===== src/rtl/counter_pkg.sv =====
// Shared types and the active-low seven-segment decode table for the multi-digit counter.
package counter_pkg;

  typedef logic [3:0] digit_t;
  typedef logic [6:0] seg_t;

  localparam seg_t SEG_BLANK = 7'h7F;

  // Segment order {g,f,e,d,c,b,a}; a 0 lights the segment.
  function automatic seg_t seg_decode(input digit_t d);
    seg_t s;
    case (d)
      4'h0:    s = 7'b1000000;
      4'h1:    s = 7'b1111001;
      4'h2:    s = 7'b0100100;
      4'h3:    s = 7'b0110000;
      4'h4:    s = 7'b0011001;
      4'h5:    s = 7'b0010010;
      4'h6:    s = 7'b0000010;
      4'h7:    s = 7'b1111000;
      4'h8:    s = 7'b0000000;
      4'h9:    s = 7'b0010000;
      4'hA:    s = 7'b0001000;
      4'hB:    s = 7'b0000011;
      4'hC:    s = 7'b1000110;
      4'hD:    s = 7'b0100001;
      4'hE:    s = 7'b0000110;
      4'hF:    s = 7'b0001110;
      default: s = SEG_BLANK;
    endcase
    return s;
  endfunction

endpackage


===== src/rtl/btn_debounce.sv =====
// Raw button conditioning: 2-flop synchroniser, stability-timer debounce and a registered
// one-cycle pulse on the rising edge of the accepted level.
module btn_debounce #(
  parameter int DEBOUNCE_CYCLES = 500000
) (
  input  logic clk_i,
  input  logic rst_ni,
  input  logic btn_i,
  output logic pulse_o
);

  localparam int TW = (DEBOUNCE_CYCLES > 1) ? $clog2(DEBOUNCE_CYCLES) : 1;
  localparam logic [TW-1:0] TIMER_LAST = TW'(DEBOUNCE_CYCLES - 1);

  logic [1:0]    sync_q;
  logic [TW-1:0] timer_q, timer_d;
  logic          level_q, level_d;
  logic          level_dly_q;
  logic          pulse_q, pulse_d;

  // The timer only runs while the synchronised level disagrees with the accepted one,
  // so any bounce back to the accepted level restarts the stability window.
  always_comb begin
    timer_d = '0;
    level_d = level_q;
    if (sync_q[1] != level_q) begin
      if (timer_q == TIMER_LAST) begin
        level_d = sync_q[1];
      end else begin
        timer_d = timer_q + TW'(1);
      end
    end
    pulse_d = level_q & ~level_dly_q;
  end

  always_ff @(posedge clk_i or negedge rst_ni) begin
    if (!rst_ni) begin
      sync_q      <= '0;
      timer_q     <= '0;
      level_q     <= 1'b0;
      level_dly_q <= 1'b0;
      pulse_q     <= 1'b0;
    end else begin
      sync_q      <= {sync_q[0], btn_i};
      timer_q     <= timer_d;
      level_q     <= level_d;
      level_dly_q <= level_q;
      pulse_q     <= pulse_d;
    end
  end

  assign pulse_o = pulse_q;

endmodule


===== src/rtl/multi_digit_counter.sv =====
// N-digit up/down counter with debounced buttons and a scanned seven-segment display.
// Define COUNTER_BCD_EN for decimal digits (0-9 per digit); otherwise the count is plain hex.
module multi_digit_counter
  import counter_pkg::*;
#(
  parameter int DIGITS          = 4,
  parameter int DEBOUNCE_CYCLES = 500000,
  parameter int SCAN_CYCLES     = 100000
) (
  input  logic                  CLK,
  input  logic                  RST_N,
  input  logic                  btn_inc,
  input  logic                  btn_dec,
  input  logic                  clr,
  input  logic                  en,
  output logic [4*DIGITS-1:0]   count,
  output logic                  wrap,
  output logic [6:0]            segment,
  output logic [DIGITS-1:0]     anode
);

  localparam int W   = 4 * DIGITS;
  localparam int IW  = (DIGITS > 1) ? $clog2(DIGITS) : 1;
  localparam int STW = (SCAN_CYCLES > 1) ? $clog2(SCAN_CYCLES) : 1;

  logic inc_p, dec_p;

  btn_debounce #(.DEBOUNCE_CYCLES(DEBOUNCE_CYCLES)) u_inc_db (
    .clk_i  (CLK),
    .rst_ni (RST_N),
    .btn_i  (btn_inc),
    .pulse_o(inc_p)
  );

  btn_debounce #(.DEBOUNCE_CYCLES(DEBOUNCE_CYCLES)) u_dec_db (
    .clk_i  (CLK),
    .rst_ni (RST_N),
    .btn_i  (btn_dec),
    .pulse_o(dec_p)
  );

  logic [W-1:0] count_q, count_d;
  logic [W-1:0] inc_val, dec_val;
  logic         inc_wrap, dec_wrap;
  logic         wrap_q, wrap_d;
  logic         inc_act, dec_act;

`ifdef COUNTER_BCD_EN
  // Decimal ripple: each digit rolls 9->0 (or 0->9) and passes the carry/borrow upward.
  always_comb begin
    logic carry, borrow;
    inc_val = count_q;
    dec_val = count_q;
    carry   = 1'b1;
    borrow  = 1'b1;
    for (int i = 0; i < DIGITS; i++) begin
      if (carry) begin
        if (count_q[4*i +: 4] == 4'd9) begin
          inc_val[4*i +: 4] = 4'd0;
        end else begin
          inc_val[4*i +: 4] = count_q[4*i +: 4] + 4'd1;
          carry = 1'b0;
        end
      end
      if (borrow) begin
        if (count_q[4*i +: 4] == 4'd0) begin
          dec_val[4*i +: 4] = 4'd9;
        end else begin
          dec_val[4*i +: 4] = count_q[4*i +: 4] - 4'd1;
          borrow = 1'b0;
        end
      end
    end
    inc_wrap = carry;
    dec_wrap = borrow;
  end
`else
  always_comb begin
    inc_val  = count_q + W'(1);
    dec_val  = count_q - W'(1);
    inc_wrap = &count_q;
    dec_wrap = ~|count_q;
  end
`endif

  // clr wins outright; simultaneous inc and dec pulses cancel.
  always_comb begin
    count_d = count_q;
    wrap_d  = 1'b0;
    inc_act = en & inc_p & ~dec_p;
    dec_act = en & dec_p & ~inc_p;
    if (clr) begin
      count_d = '0;
    end else if (inc_act) begin
      count_d = inc_val;
      wrap_d  = inc_wrap;
    end else if (dec_act) begin
      count_d = dec_val;
      wrap_d  = dec_wrap;
    end
  end

  logic [STW-1:0]    scan_tmr_q, scan_tmr_d;
  logic [IW-1:0]     idx_q, idx_d;
  logic [DIGITS-1:0] anode_q, anode_d;
  seg_t              segment_q, segment_d;
  digit_t            cur_digit;

  // Anode and segment are computed from the next index so both flip on the same edge.
  always_comb begin
    scan_tmr_d = scan_tmr_q + STW'(1);
    idx_d      = idx_q;
    if (scan_tmr_q == STW'(SCAN_CYCLES - 1)) begin
      scan_tmr_d = '0;
      if (idx_q == IW'(DIGITS - 1)) begin
        idx_d = '0;
      end else begin
        idx_d = idx_q + IW'(1);
      end
    end
    cur_digit = '0;
    anode_d   = '1;
    for (int i = 0; i < DIGITS; i++) begin
      if (idx_d == IW'(i)) begin
        cur_digit  = count_q[4*i +: 4];
        anode_d[i] = 1'b0;
      end
    end
    segment_d = seg_decode(cur_digit);
  end

  always_ff @(posedge CLK or negedge RST_N) begin
    if (!RST_N) begin
      count_q    <= '0;
      wrap_q     <= 1'b0;
      scan_tmr_q <= '0;
      idx_q      <= '0;
      anode_q    <= {{(DIGITS-1){1'b1}}, 1'b0};
      segment_q  <= seg_decode(4'h0);
    end else begin
      count_q    <= count_d;
      wrap_q     <= wrap_d;
      scan_tmr_q <= scan_tmr_d;
      idx_q      <= idx_d;
      anode_q    <= anode_d;
      segment_q  <= segment_d;
    end
  end

  assign count   = count_q;
  assign wrap    = wrap_q;
  assign segment = segment_q;
  assign anode   = anode_q;

endmodule


===== config.mk =====
export PLATFORM = sky130hd
export DESIGN_NAME = multi_digit_counter
export DESIGN_NICKNAME = d
export VERILOG_FILES = /design/src/rtl/counter_pkg.sv /design/src/rtl/btn_debounce.sv /design/src/rtl/multi_digit_counter.sv
export SDC_FILE = /design/constraint.sdc
export NUM_CORES = 1
export LEC_CHECK = 0
export ABC_AREA = 1
export BUFFER_PORTS_ARGS = -buffer_cell sky130_fd_sc_hd__buf_2
export CORE_ASPECT_RATIO = 0.9
export CORE_MARGIN = 3
export CORE_UTILIZATION = 54
export DETAILED_ROUTE_END_ITERATION = 8
export GPL_TIMING_DRIVEN = 0
export PLACE_DENSITY = 0.72
export SLEW_MARGIN = 25
export SYNTH_ARGS = -nofsm -noshare
export SYNTH_HDL_FRONTEND = slang
export SYNTH_SLANG_ARGS = --single-unit

===== constraint.sdc =====
create_clock -name CLK -period 3.95 [get_ports CLK]
set_input_delay 0.5925 -clock CLK [delete_from_list [all_inputs] [get_ports CLK]]
set_output_delay 0.5925 -clock CLK [all_outputs]
set_load 0.05 [all_outputs]

==> results by group <==
Power
  – Int Pwr: around 0.0017 W
  – Leak: 2.96 nW
  – Max VDD drop: 0.000334 V
  – Sequential share of power: 38.0%
  – Pwr dens: ~520 nW/um^2
  – Switch Pwr: 0.00135 W
  – Total power: 0.00309 W
  – Comb power frac: 42.4%
  – Clock power frac: between 15 and 20%
  – Switching share of power: 43.8%

CTS
  – CTS Hold Bufs: 0
  – Clk sinks: 95
  – H-tree lvl count: 3
  – Longest Clk Path Bufs: 2
  – CTS tree: yes
  – Clock insertion delay at the later pin of the skew report: between 0.3 and 0.4 ns
  – Clock root buffer: clkbuf_8
  – Post-CTS setup buffers: 0
  – CTS buffer count: 9
  – Clock slew at reported path FFs: 0.08 ns
  – Resized cells post-CTS: 0

Setup path
  – CP endpoint kind: register
  – Cells on worst reg2reg path: 13
  – Setup CP Type: reg2reg
  – Crit path cell chain: nor3_2, inv_1, ha_1, a21oi_1, o21ai_0, a21oi_1, inv_1, nand2_1, nand2_1, a21boi_0, a21oi_1, o21ai_0, nand2_1
  – Critical Path AT: 3.33 ns
  – Crit-path max FO: 15
  – Delay-heaviest family, CP: compound AO/OA/AOI/OAI gates
  – R2r setup slk: 0.87 ns
  – Startpoint Class: register
  – CP Data Required Time: roughly 4.2 ns
  – CP peak stage delay: ~0.45 ns
  – Slowest-stage cell, CP: ha_1
  – Critical path buffers and inverters: 2
  – Worst r2r dst: count[12]
  – Reg2reg start: u_dec_db.pulse_o

Die
  – Die area: 11300 sq um
  – Initial Utilization: 55.6%
  – Die Span X: 112 microns
  – CORE AREA: between 9000 and 10000 sq um
  – I/O pin total: 34
  – Die height: 101 microns
  – Std cell rows: 34

STA
  – Final Max Tran Viols: 0
  – Setup TNS Final: 0 ns
  – Hold Fails Final Rpt: 0
  – Part of the cycle the worst path needs: around 78%
  – Max_slew headroom: 61.6%
  – Final min period: between 3 and 4 ns
  – Unrepaired setup endpoints after global routing: no
  – Worst-case clock skew: ~0.008 ns
  – Fmax achieved: 324 MHz
  – Final setup violation count: 0
  – Final setup margin: approximately 0.87 ns
  – Worst Max-Slew Pin Slew: 0.576 ns
  – Hold slack: about 0.09 ns

Cells and area
  – Nets@finish: around 750
  – Area Overhead vs Synth: 9.88%
  – Number of diodes: 0
  – Proportion of layout cells with a drive suffix above 1: 13.5%

Route
  – Final wirelength: 11200 microns
  – Number of vias per cell: 5.41
  – DRC Markers: 0
  – Drt wl/cell: 13.2 microns
  – Drt pass-1 iters: 7
  – Post-route ant nets: 0
  – Routed via count: 4568
  – DRT iter0 DRCs: 247

Global routing
  – All-Layer GR Usage: 20.6%
  – GR Overflow Total: 0
  – Wire length of the first global-routing pass: 19200 microns
  – Initial antenna violation count: 0
  – Pin count of the biggest net entering global routing: 67
  – Vias in the first global route: around 4400

Yosys
  – Number of synthesized flops with an enable pin: 0
  – Number of synthesis warnings: 0
  – Synth Cell Area: 5420 sq um
  – Sequential fraction of the synthesis area: 44.0%
  – Yosys reg bits: 95
  – Mapped Nets: 701
  – Unique masters post-synth: 47
  – Ys async rst share: 100%
  – Mean Syn Cell Area: 8.09 sq um
  – Primary FF master, synth: dfrtp_1
  – Post-Syn Instances: 670

Status
  – Status: completed

Placed design
  – Final RePlAce weighted congestion: 0.897
  – DP Worst Slack: 0.610 ns
  – IO buf count: 33
  – Detailed placement HPWL: 8370 microns

Worst hold path
  – Hold crit path type: in2async

Flow run
  – Max-cap viol count: 0
[layer usage]
layer  global-route usage [%]  wire length (microns)
met1                     25.5                   4910
met3                     4.62                    570
met5                        0                      0
met2                     35.8                   5470
met4                     7.39                    217
[state kept, by name, summed over array words and instances, names as in the netlist]
signal / count
u_dec_db.timer_q: 19
u_inc_db.timer_q: 19
scan_tmr_q: 17
count: 16
segment: 7
anode: 4
idx_q: 2
u_dec_db.sync_q: 2
u_inc_db.sync_q: 2
u_dec_db.level_dly_q: 1
u_dec_db.level_q: 1
u_dec_db.pulse_o: 1
u_inc_db.level_dly_q: 1
u_inc_db.level_q: 1
u_inc_db.pulse_o: 1
wrap: 1
[worst max-delay path by stage]
stage | startpoint | to | slack, ns | depth (start not counted)
after floorplan | en | count[12] | 1.28 | 14
after global placement | en | count[12] | 0.66 | 15
after detailed placement | en | count[12] | 0.61 | 15
after CTS | u_dec_db.pulse_o | count[12] | 0.91 | 13
after global routing | u_dec_db.pulse_o | count[12] | 0.59 | 13
final | u_dec_db.pulse_o | count[12] | 0.87 | 13
[cell usage after synthesis (4+ instances only)]
master	number	area share, %
nand2_1	126	8.7
inv_1	95	6.6
dfrtp_1	91	42
nor2_1	68	4.7
nand3_1	45	4.2
a21oi_1	42	3.9
o21ai_0	32	3.0
ha_1	24	5.5
nor3_1	20	1.8
nand4_1	16	1.8
xor2_1	13	2.1
nor4_1	12	1.4
o22ai_1	9	1.0
nand2_2	7	0.81
nor2_2	6	0.69
nor3_2	6	1.1
inv_2	5	0.35
nand2_4	5	1.0
o21ai_1	5	0.46
xnor2_1	5	0.81
dfstp_2	4	1.9
[stage by stage]
| step | cells | cell area, sq um | util [%] |
|---|---|---|---|
| floorplan | 670 | 5420 | - |
| global placement | 829 | 5740 | 59.0 |
| detailed placement | 830 | 5780 | 59.3 |
| CTS | 845 | 5960 | 61.1 |
| global route | 845 | 5960 | 61.1 |
| finish | 845 | 5960 | 61.1 |
[cells in the final DEF (no fill, tap or decap), types with 12 or more instances in the layout]
cell     Yosys  final
o21ai_0     32     32
dfrtp_1     91     91
nand2_1    126    126
ha_1        24     24
nor2_1      68     68
nand4_1     16     16
inv_1       95     95
a21oi_1     42     42
nand3_1     45     45
nor4_1      12     12
nor3_1      20     20
xor2_1      13     13
buf_2        0     32
[cell type report]
cell class / instances / area [sq um]
Inverter: 101 / 382
Multi-Input combinational cell: 472 / 2650
Tap cell: 126 / 158
Sequential cell: 95 / 2380
Fill cell: 859 / 3790
Buffer: 2 / 7.51
Clock inverter: 4 / 47.5
Clock buffer: 11 / 131
Timing Repair Buffer: 34 / 199
[cell families after synthesis]
group | synth area share [%]
buffers and inverters | 7.18
adders and majority gates | 5.91
and+or+nand+nor | 29.2
xor gates and xnor gates | 2.91
DFF | 44.0
muxes | 0.415
AOI/OAI and AO/OA | 10.5
[power groups by stage]
stage               logic (W)  clock network (W)  registers, W
floorplan            0.000712                  0       0.00147
global placement      0.00127                  0       0.00119
detailed placement    0.00130                  0       0.00119
CTS                   0.00131           0.000631       0.00117
global route          0.00147           0.000663       0.00118
finish                0.00131           0.000606       0.00118
Power figures use the tool's default switching activity.
